### config.mk
export PLATFORM = sky130hd
export DESIGN_NAME = uart_tx_serializer
export DESIGN_NICKNAME = d
export VERILOG_FILES = /design/src/rtl/uart_tx_serializer.sv
export SDC_FILE = /design/constraint.sdc
export NUM_CORES = 1
export LEC_CHECK = 0
export ABC_AREA = 1
export CAP_MARGIN = 30
export CORE_UTILIZATION = 55
export CTS_CLUSTER_DIAMETER = 100
export DETAILED_ROUTE_END_ITERATION = 10
export GPL_ROUTABILITY_DRIVEN = 1
export PLACE_DENSITY = 0.85
export SYNTH_ARGS = -nofsm -noshare
export SYNTH_HDL_FRONTEND = slang
export SYNTH_SLANG_ARGS = --single-unit
### constraint.sdc
create_clock -name clk -period 2.4 [get_ports clk]
set_clock_uncertainty 0.15 [all_clocks]
set_input_delay 0.36 -clock clk [delete_from_list [all_inputs] [get_ports clk]]
set_output_delay 0.36 -clock clk [all_outputs]
set_load 0.03 [all_outputs]
### src/rtl/uart_tx_serializer.sv
// 8N1 UART transmitter with its own bit-rate counter; one byte per tx_start/tx_busy handshake.
// Define UART_TX_PARITY_EN to insert an even-parity bit after data bit 7 (8E1 framing).
module uart_tx_serializer #(
  parameter int CLK_FREQ = 100_000_000,
  parameter int BAUD     = 115200
) (
  input  logic       clk,
  input  logic       reset,
  input  logic       tx_start,
  input  logic [7:0] tx_data,
  output logic       tx_busy,
  output logic       tx_done,
  output logic       tx
);

  localparam int CPB   = CLK_FREQ / BAUD;
  localparam int CNT_W = (CPB > 1) ? $clog2(CPB) : 1;
  localparam logic [CNT_W-1:0] CYC_LAST = CNT_W'(CPB - 1);

`ifdef UART_TX_PARITY_EN
  typedef enum logic [2:0] {
    S_IDLE   = 3'd0,
    S_START  = 3'd1,
    S_DATA   = 3'd2,
    S_PARITY = 3'd3,
    S_STOP   = 3'd4
  } state_t;
`else
  typedef enum logic [2:0] {
    S_IDLE  = 3'd0,
    S_START = 3'd1,
    S_DATA  = 3'd2,
    S_STOP  = 3'd3
  } state_t;
`endif

  state_t           state;
  logic [CNT_W-1:0] cyc;
  logic [2:0]       bit_idx;
  logic [7:0]       shift;
  logic             bit_end;

`ifdef UART_TX_PARITY_EN
  logic par;

  function automatic logic even_parity(input logic [7:0] d);
    return ^d;
  endfunction
`endif

  assign bit_end = (cyc == CYC_LAST);

  always_ff @(posedge clk) begin
    if (reset) begin
      state   <= S_IDLE;
      cyc     <= '0;
      bit_idx <= 3'd0;
      shift   <= 8'h00;
      tx      <= 1'b1;
      tx_busy <= 1'b0;
      tx_done <= 1'b0;
`ifdef UART_TX_PARITY_EN
      par     <= 1'b0;
`endif
    end else begin
      tx_done <= 1'b0;
      // Bit-period counter runs in every non-idle state and wraps at each boundary
      if (state != S_IDLE)
        cyc <= bit_end ? '0 : cyc + 1'b1;

      case (state)
        S_IDLE: begin
          tx      <= 1'b1;
          tx_busy <= 1'b0;
          cyc     <= '0;
          bit_idx <= 3'd0;
          if (tx_start) begin
            shift   <= tx_data;
`ifdef UART_TX_PARITY_EN
            par     <= even_parity(tx_data);
`endif
            state   <= S_START;
            tx      <= 1'b0;
            tx_busy <= 1'b1;
          end
        end
        S_START: begin
          if (bit_end) begin
            state <= S_DATA;
            tx    <= shift[0];
          end
        end
        S_DATA: begin
          if (bit_end) begin
            if (bit_idx == 3'd7) begin
              bit_idx <= 3'd0;
`ifdef UART_TX_PARITY_EN
              state   <= S_PARITY;
              tx      <= par;
`else
              state   <= S_STOP;
              tx      <= 1'b1;
`endif
            end else begin
              // tx is registered, so it takes the bit that lands in shift[0] after this shift
              bit_idx <= bit_idx + 3'd1;
              shift   <= {1'b0, shift[7:1]};
              tx      <= shift[1];
            end
          end
        end
`ifdef UART_TX_PARITY_EN
        S_PARITY: begin
          if (bit_end) begin
            state <= S_STOP;
            tx    <= 1'b1;
          end
        end
`endif
        S_STOP: begin
          if (bit_end) begin
            state   <= S_IDLE;
            tx      <= 1'b1;
            tx_busy <= 1'b0;
            tx_done <= 1'b1;
          end
        end
        default: begin
          state   <= S_IDLE;
          tx      <= 1'b1;
          tx_busy <= 1'b0;
        end
      endcase
    end
  end

endmodule

==> load_flow_metrics.sql <==
INSERT INTO impl_metrics (metric_group, metric, value, unit) VALUES
('run_status', 'status', 'completed', ''),
('synth', 'post_synth_xor_area_fraction', '0.622', '%'),
('worst_setup_path', 'cp-end-kind', 'register', ''),
('clocking', 'worst_skew_pair.late_latency', '320', 'ps'),
('synth', 'synth_compound_area_share', '7.64', '%'),
('synth', 'largest_family_of_logic_cells_by_synthesized_area', 'simple AND/OR/NAND/NOR gates', ''),
('worst_setup_path', 'crit_path_start_kind', 'register', ''),
('synth', 'synth_adder_area_share', '7.11', '%'),
('synth', 'synth.net_count', '213', ''),
('floorplanning', 'boundaryPins', '14', ''),
('cells_and_area', 'stdcell_area', '0.00157', 'mm^2'),
('sta', 'finalMaxSlewViolations', '0', ''),
('synth', 'yosys_register_bits', '26', ''),
('worst_setup_path', 'timing.critical_path.slowest_stage_cell', 'ha_1', ''),
('sta', 'setup-violations-final', '0', ''),
('worst_setup_path', 'timing.reg2reg.setup_slack', '360', 'ps'),
('placed_design', 'hpwlAfterDp', '2.12', 'mm'),
('clocking', 'cts.sink_count', '26', ''),
('cells_and_area', 'final_common_cell', 'nand2_1', ''),
('sta', 'report.final.hold_viol_count', '0', ''),
('sta', 'final.setup.tns', '0', 'ps'),
('power', 'power.sequential.fraction', '39.1', '%'),
('worst_setup_path', 'worstPathMaxFanout', '15', ''),
('placed_design', 'placement.setup.worst_slack', '366', 'ps'),
('worst_setup_path', 'worst_path_most_repeated_cell', 'nor2_1', ''),
('cells_and_area', 'drive_gt1_share', '7.21', '%'),
('global_route', 'grt_first_pass_wirelength', '4.63', 'mm'),
('synth', 'muxShareOfSynthArea', '4.98', '%'),
('power', 'combinationalPowerShare', '46.0', '%'),
('cells_and_area', 'fill_cells', '203', ''),
('cells_and_area', 'final_cell_count_no_fill', '236', ''),
('power', 'p_sw', '606', 'uW'),
('floorplanning', 'die_area', '0.00277', 'mm^2'),
('min_path', 'hold-path-cell-count', '1', ''),
('placed_design', 'io_buffers', '13', ''),
('sta', 'worst_slew_pin_slew', '645', 'ps'),
('worst_setup_path', 'critical_path.reg2reg.startpoint', 'state[0]', ''),
('routing', 'num_vias', '1271', ''),
('clocking', 'cts_tree', 'done', ''),
('job', 'timing.max_cap.violations', '0', ''),
('routing', 'drt_drc_violations_left', '0', ''),
('global_route', 'maximum_number_of_pins_on_one_net_before_global_route_repair', '21', ''),
('synth', 'yosys.cell_types.count', '23', ''),
('cells_and_area', 'area_growth', '11.8', '%'),
('clocking', 'cts_hold_buffers', '0', ''),
('global_route', 'grt-busiest-layer', 'met2', ''),
('worst_setup_path', 'rr_endpoint', 'shift[1]', ''),
('synth', 'cell_count_after_synthesis', '194', ''),
('routing', 'drt.antenna.violating_nets', '0', ''),
('global_route', 'grt_pass1_vias', '1144', ''),
('cells_and_area', 'final_cell_mix', 'nand2_1, nor2_1, dfxtp_1, inv_1, a21oi_1', ''),
('sta', 'finalWorstSetupSlack', '358', 'ps'),
('routing', 'wl', '2.82', 'mm'),
('clocking', 'clkSlewWorstSetupHoldPaths', '150', 'ps'),
('global_route', 'groute.layer.met2.usage', '42.0', '%'),
('global_route', 'grt_util_met3', '2.61', '%'),
('power', 'intPower', '890', 'uW'),
('worst_setup_path', 'timing.critical_path.buf_inv', '2', ''),
('worst_setup_path', 'worst_path_dominant_cell_family', 'adder cells', ''),
('worst_setup_path', 'worst_ep_arrival_time', '2120', 'ps'),
('cells_and_area', 'area_occupied_by_registers', '520', 'um^2'),
('power', 'power_density_normalized_to_cell_area', '950', 'mW/mm^2'),
('sta', 'clock.fmax', '490', 'MHz'),
('cells_and_area', 'utilization', '67.9', '%'),
('placed_design', 'place_inst', '232', ''),
('routing', 'drtPass1Iterations', '4', ''),
('clocking', 'clockRootBuffer', 'clkbuf_4', ''),
('synth', 'syn_avg_cell_area', '7.26', 'um^2'),
('cells_and_area', 'nets', '228', ''),
('min_path', 'hp-start', 'cyc[0]', ''),
('floorplanning', 'die_w', '52.6', 'um');
## cell type report
type | count | area share (%)
inverter | 21 | 5.01
sequential | 26 | 33.1
multi-input combinational | 142 | 48.2
timing repair buffer | 15 | 9.22
clock buffer | 4 | 2.31
tap | 28 | 2.23
## how the worst max path moves through the flow
stage / endpoint / startpoint / cells after the start
after floorplan: shift[2] / state[0] / 10
after global placement: shift[0] / state[0] / 8
after detailed placement: shift[1] / state[0] / 8
after CTS: shift[1] / state[0] / 8
after global routing: shift[0] / state[0] / 8
final: shift[1] / state[0] / 8
## synth_stat cells, drive strengths merged
library cell / number / area, um^2
nand2: 40 / 153
nor2: 36 / 140
dfxtp: 26 / 521
inv: 21 / 78.8
nand3: 17 / 105
a21oi: 15 / 75.1
ha: 8 / 100
mux2i: 7 / 70.1
buf: 5 / 50.0
nor3: 5 / 25.0
o21ai: 5 / 25.0
nand4: 3 / 18.8
nand3b: 1 / 7.51
nor3b: 1 / 7.51
nor4: 1 / 6.26
o31ai: 1 / 7.51
or2: 1 / 8.76
xor2: 1 / 8.76
## registers in the layout, indices dropped and copies added (netlist names)
register	flops
state	2
tx_done	1
tx_busy	1
shift	8
bit_idx	3
tx	1
cyc	10
## cell families after synthesis
| kind of cell | Yosys count |
|---|---|
| AOI/OAI and AO/OA | 21 |
| xor gates and xnor gates | 1 |
| adders and majority gates | 8 |
| buffers and inverters | 26 |
| DFF | 26 |
| muxes | 7 |
| and+or+nand+nor | 105 |
## routing by layer
layer,share of wire (%),vias to the layer above
li1,-,656
met1,46,582
met2,49,31
met3,4.2,2
met4,0.60,0
met5,0,-
## power by group through the flow
stage	clock [mW]	combinational, mW	sequential [mW]
after detailed placement	0	0.686	0.594
after global placement	0	0.648	0.587
after global routing	0.238	0.772	0.594
final	0.222	0.688	0.585
after floorplan	0	0.539	0.603
after CTS	0.227	0.691	0.586
No activity file was read; power rests on OpenSTA's default activity.
==> patch 1, RTL diff (config.mk and constraints unchanged) <==
Add a define of `UART_TX_PARITY_EN`.
--- a/src/rtl/uart_tx_serializer.sv
+++ b/src/rtl/uart_tx_serializer.sv
@@ -1,4 +1,6 @@
 // 8N1 UART transmitter with its own bit-rate counter; one byte per tx_start/tx_busy handshake.
 // Define UART_TX_PARITY_EN to insert an even-parity bit after data bit 7 (8E1 framing).
+`define UART_TX_PARITY_EN
+
 module uart_tx_serializer #(
   parameter int CLK_FREQ = 100_000_000,
Behaviour: no difference found for any inputs over 10 cycles, from zero or initial values and one cycle with reset high; that may be too few to reach the edited logic, so the function may still have changed.
==> patch 1 against the unedited design <==
- worst setup slack gained 0.18 ns
- area after synthesis grew 15%
- sequential cell count is 2 higher
- maximum frequency is 9.8% higher
- cell count grew 19%
- wire length rose by 4.4%
- synthesized cell count grew 22%
- final area up 14%
- power is 33% higher
- critical path type is now reg2out
- largest cell class unchanged
- largest power group unchanged
==> patch 1: results (changes against the unedited design) <==
Run status
  – Outcome: completed

Routing
  – WL per Instance: 10.5 um (-12%)
  – Number of vias in the routed layout: 1418 (+12%)

Clocking
  – Clock Sinks: 28 (+7.7%)

Final layout
  – Largest regs: cyc x10, shift x8
  – Sequential cell area: 561 um^2 (+7.7%)
  – Fill cell count: 258 (+27%)
  – Nets: 265 (+16%)
  – Fraction of area in multi-input gates: 0.521 (+0.0395)
  – Buffer share of cell area: 0.0724 (-0.0198)

Worst setup path
  – Worst Setup SP: tx
  – CP max stage cell: clkdlybuf4s50_1

Synthesis
  – Synth area leaders: dfxtp_1 (35%), nand2_1 (17%), nor2_1 (8.4%)
  – Compound-Gate Fraction of Synth Area: 0.0652 (-0.0113)
  – Synth Area in Adders: 0.0233 (-0.0478)
  – Commonest cells in the netlist: nand2_1 (71), nor2_1 (36), dfxtp_1 (28), inv_1 (16), nand3_1 (11)
  – Count of cell types in the netlist: 30 (+30%)
  – Xor/xnor share of the synthesized area: 0.0434 (+0.0372)
  – Syn Nets: 250 (+17%)

Global route
  – Total GRT Usage: 0.203 (-0.0230)
  – Largest net degree at the start of global routing: 16 (-24%)

Pwr
  – Net Switching: 923 uW (+52%)
  – P_comb: 1040 uW (+51%)
  – Static Leak: 0.000799 uW (+18%)

Place
  – RePlAce Congestion: 0.854 (+6.2%)

Die
  – Die width: 56.2 um (+6.8%)
## patch 1: cell types whose count changed in the layout (fill, tap and decap cells not counted), moves of 6 or more
cell / delta
nand2_1: +32
nand2_2: +6
mux2i_1: -7
nand3b_1: +7
## patch 1: worst paths after layout
kind	slack (ns)	endpoint
min	0.32	tx_busy
max	0.54	tx
max reg2reg	0.60	shift[2]
min reg2reg	0.32	tx_busy
## patch 1: through the flow
step / area [um^2] / total power, uW / hold slack [ns] / utilization / instances
global route: 1800 / 2170 / 0.356 / 0.652 / 281
detailed placement: 1760 / 1780 / 0.303 / 0.639 / 277
floorplan: 1610 / 1570 / 0.279 / - / 236
finish: 1800 / 2000 / 0.320 / 0.652 / 281
CTS: 1800 / 2000 / 0.327 / 0.652 / 281
global placement: 1760 / 1760 / 0.299 / 0.639 / 277
## patch 1: metal layers
metal,vias up,track usage,part of all wire
met4,0,0.108,0.013
met2,17,0.320,0.45
li1,778,-,-
met5,-,0,0
met3,4,0.0233,0.022
met1,619,0.273,0.51
==> patch 2, RTL diff (same settings) <==
Without the edit above. Re-encode `state_t` (4 states) as one-hot, 4 bits wide.
--- a/src/rtl/uart_tx_serializer.sv
+++ b/src/rtl/uart_tx_serializer.sv
@@ -27,9 +27,9 @@
   } state_t;
 `else
-  typedef enum logic [2:0] {
-    S_IDLE  = 3'd0,
-    S_START = 3'd1,
-    S_DATA  = 3'd2,
-    S_STOP  = 3'd3
+  typedef enum logic [3:0] {
+    S_IDLE  = 4'b0001,
+    S_START = 4'b0010,
+    S_DATA  = 4'b0100,
+    S_STOP  = 4'b1000
   } state_t;
 `endif
Check against the original RTL: same outputs for any inputs over 10 cycles, from zero or initial values and one cycle with reset high; not proved beyond that.
==> patch 2 against the unedited design <==
- sequential cell count rose by 2
- combinational power fell by 3%
- worst setup slack improved by 0.15 ns
- power rose by 5.0%
- final area rose by 5.0%
- wire length rose by 1.6%
- area after synthesis rose by 4.9%
- cell count rose by 8.5%
- largest cell class unchanged
==> patch 2: results (changes against the unedited design) <==
Synthesis
  – Seq/Total Area, Yosys: 0.380 (+0.00988)
  – Synth area leaders: dfxtp_1 (38%), nand2_1 (15%), nor2_1 (9.7%)
  – Count of cell types in the netlist: 27 (+17%)
  – Synth Instances: 212 (+9.3%)
  – Commonest cells in the netlist: nand2_1 (58), nor2_1 (38), dfxtp_1 (28), inv_1 (16), nand3_1 (14)
  – Ys async rst share: 0 (unchanged)
  – Top FF cell, synth: dfxtp_1
  – Syn Nets: 226 (+6.1%)

Clocking
  – Total CTS buffers: 3 (unchanged)
  – H-tree depth: 1 (unchanged)
  – Clk slew on worst S/H paths: 0.15 ns (about the same)

Worst setup path
  – Worst path arrival time: 1.38 ns (-0.74 ns)
  – Reg2reg setup slack: 0.60 ns (+0.24 ns)
  – Crit path largest cell delay: 0.68 ns (+0.11 ns)
  – Largest fanout on the critical path: 2 (-13)
  – Critical R2R Launch: state[0]
  – Worst-case reg-to-reg path depth: 7 (-1)
  – CP max stage cell: clkdlybuf4s50_1
  – CP top delay family: buffers and inverters
  – Reg-to-reg endpoint: bit_idx[2]

STA
  – Measured slew at the worst slew-check pin: 0.396 ns (-0.248 ns)
  – Final hold slack: 0.324 ns (+0.0169 ns)

Min path
  – Hold Path End: cyc[0]
  – Hold Path Class: reg2reg
  – Worst hold path startpoint: cyc[0]

Global route
  – Total GRT Usage: 0.231 (+0.00483)
  – Vias in the first global route: 1155 (+0.96%)
  – Largest net degree at the start of global routing: 16 (-24%)
  – First-pass GRT wire length: 4770 um (+3.1%)

Final layout
  – Nets: 241 (+5.7%)
  – Non-Filler Instances: 256 (+8.5%)
  – Share of layout cells above drive strength 1: 0.119 (+0.0474)
  – Largest regs: cyc x10, shift x8, state x4

Routing
  – Drt initial violations: 21 (-53%)
  – Number of vias in the routed layout: 1329 (+4.6%)
  – Final wirelength: 2860 um (+1.6%)

Place
  – Pre-CTS setup slack: 0.589 ns (+0.223 ns)
  – # placed instances: 252 (+8.6%)
  – RePlAce Congestion: 0.804 (about the same)
  – Final HPWL DP: 2040 um (-3.6%)

Pwr
  – Peak VDD IR: 0.841 mV (+21%)
  – Static Leak: 0.000759 uW (+12%)

Run status
  – Outcome: completed
-- patch 2: cell count changes after synthesis, moves of 3 or more --
| cell | change |
|---|---|
| nand3_2 | -3 |
| nand3b_1 | +6 |
| a21oi_1 | -6 |
| nand2_1 | +19 |
| nand2_4 | +3 |
| inv_1 | -4 |
| nor2_1 | +4 |
| ha_1 | -5 |
| nor2_2 | +3 |
| inv_2 | +3 |
| mux2i_1 | -7 |
-- patch 2: worst max-delay path by stage --
stage	slack, ns	end	startpoint
after floorplan	0.90	shift[0]	bit_idx[0]
after global placement	0.64	shift[0]	tx_start
after detailed placement	0.59	tx_busy	reset
after CTS	0.49	tx	tx
after global routing	0.45	bit_idx[2]	state[0]
final	0.51	tx	tx
-- patch 2: cells by family (layout without fill, tap and decap cells) --
family | count (synthesis) | count (layout) | synth area share
simple gates | 139 | 139 | 0.452
flops | 28 | 28 | 0.380
buf+inv | 25 | 39 | 0.0780
compound gates | 17 | 17 | 0.0652
fa+ha+maj | 3 | 3 | 0.0254
-- patch 2: cell type report --
cell class / count / area (um^2)
fill: 225 / 847
inverter: 22 / 87.6
multi-input combinational: 159 / 801
clock buffer: 4 / 36.3
tap: 30 / 37.5
timing repair buffer: 13 / 130
sequential: 28 / 561
-- patch 2: metal layers --
metal	vias to the layer above	part of all wire	wire length [um]	global-route usage
met5	-	0	0	0
met4	0	0.022	63	0.136
met2	33	0.44	1260	0.364
met1	592	0.49	1400	0.299
met3	5	0.050	144	0.0311
li1	699	-	-	-
-- patch 2: power breakdown --
group,leakage (uW),total [uW],internal (uW),switching (uW)
Sequential,0.000229,671,592,79.2
Clock,0.0000210,230,93.1,136
Combinational,0.000508,670,243,427
Total,0.000759,1570,928,643
-- patch 2: through the flow --
| stage | instance area [um^2] | utilization |
|---|---|---|
| global route | 1650 | 0.661 |
| global placement | 1620 | 0.647 |
| floorplan | 1480 | - |
| CTS | 1650 | 0.661 |
| finish | 1650 | 0.661 |
| detailed placement | 1620 | 0.647 |
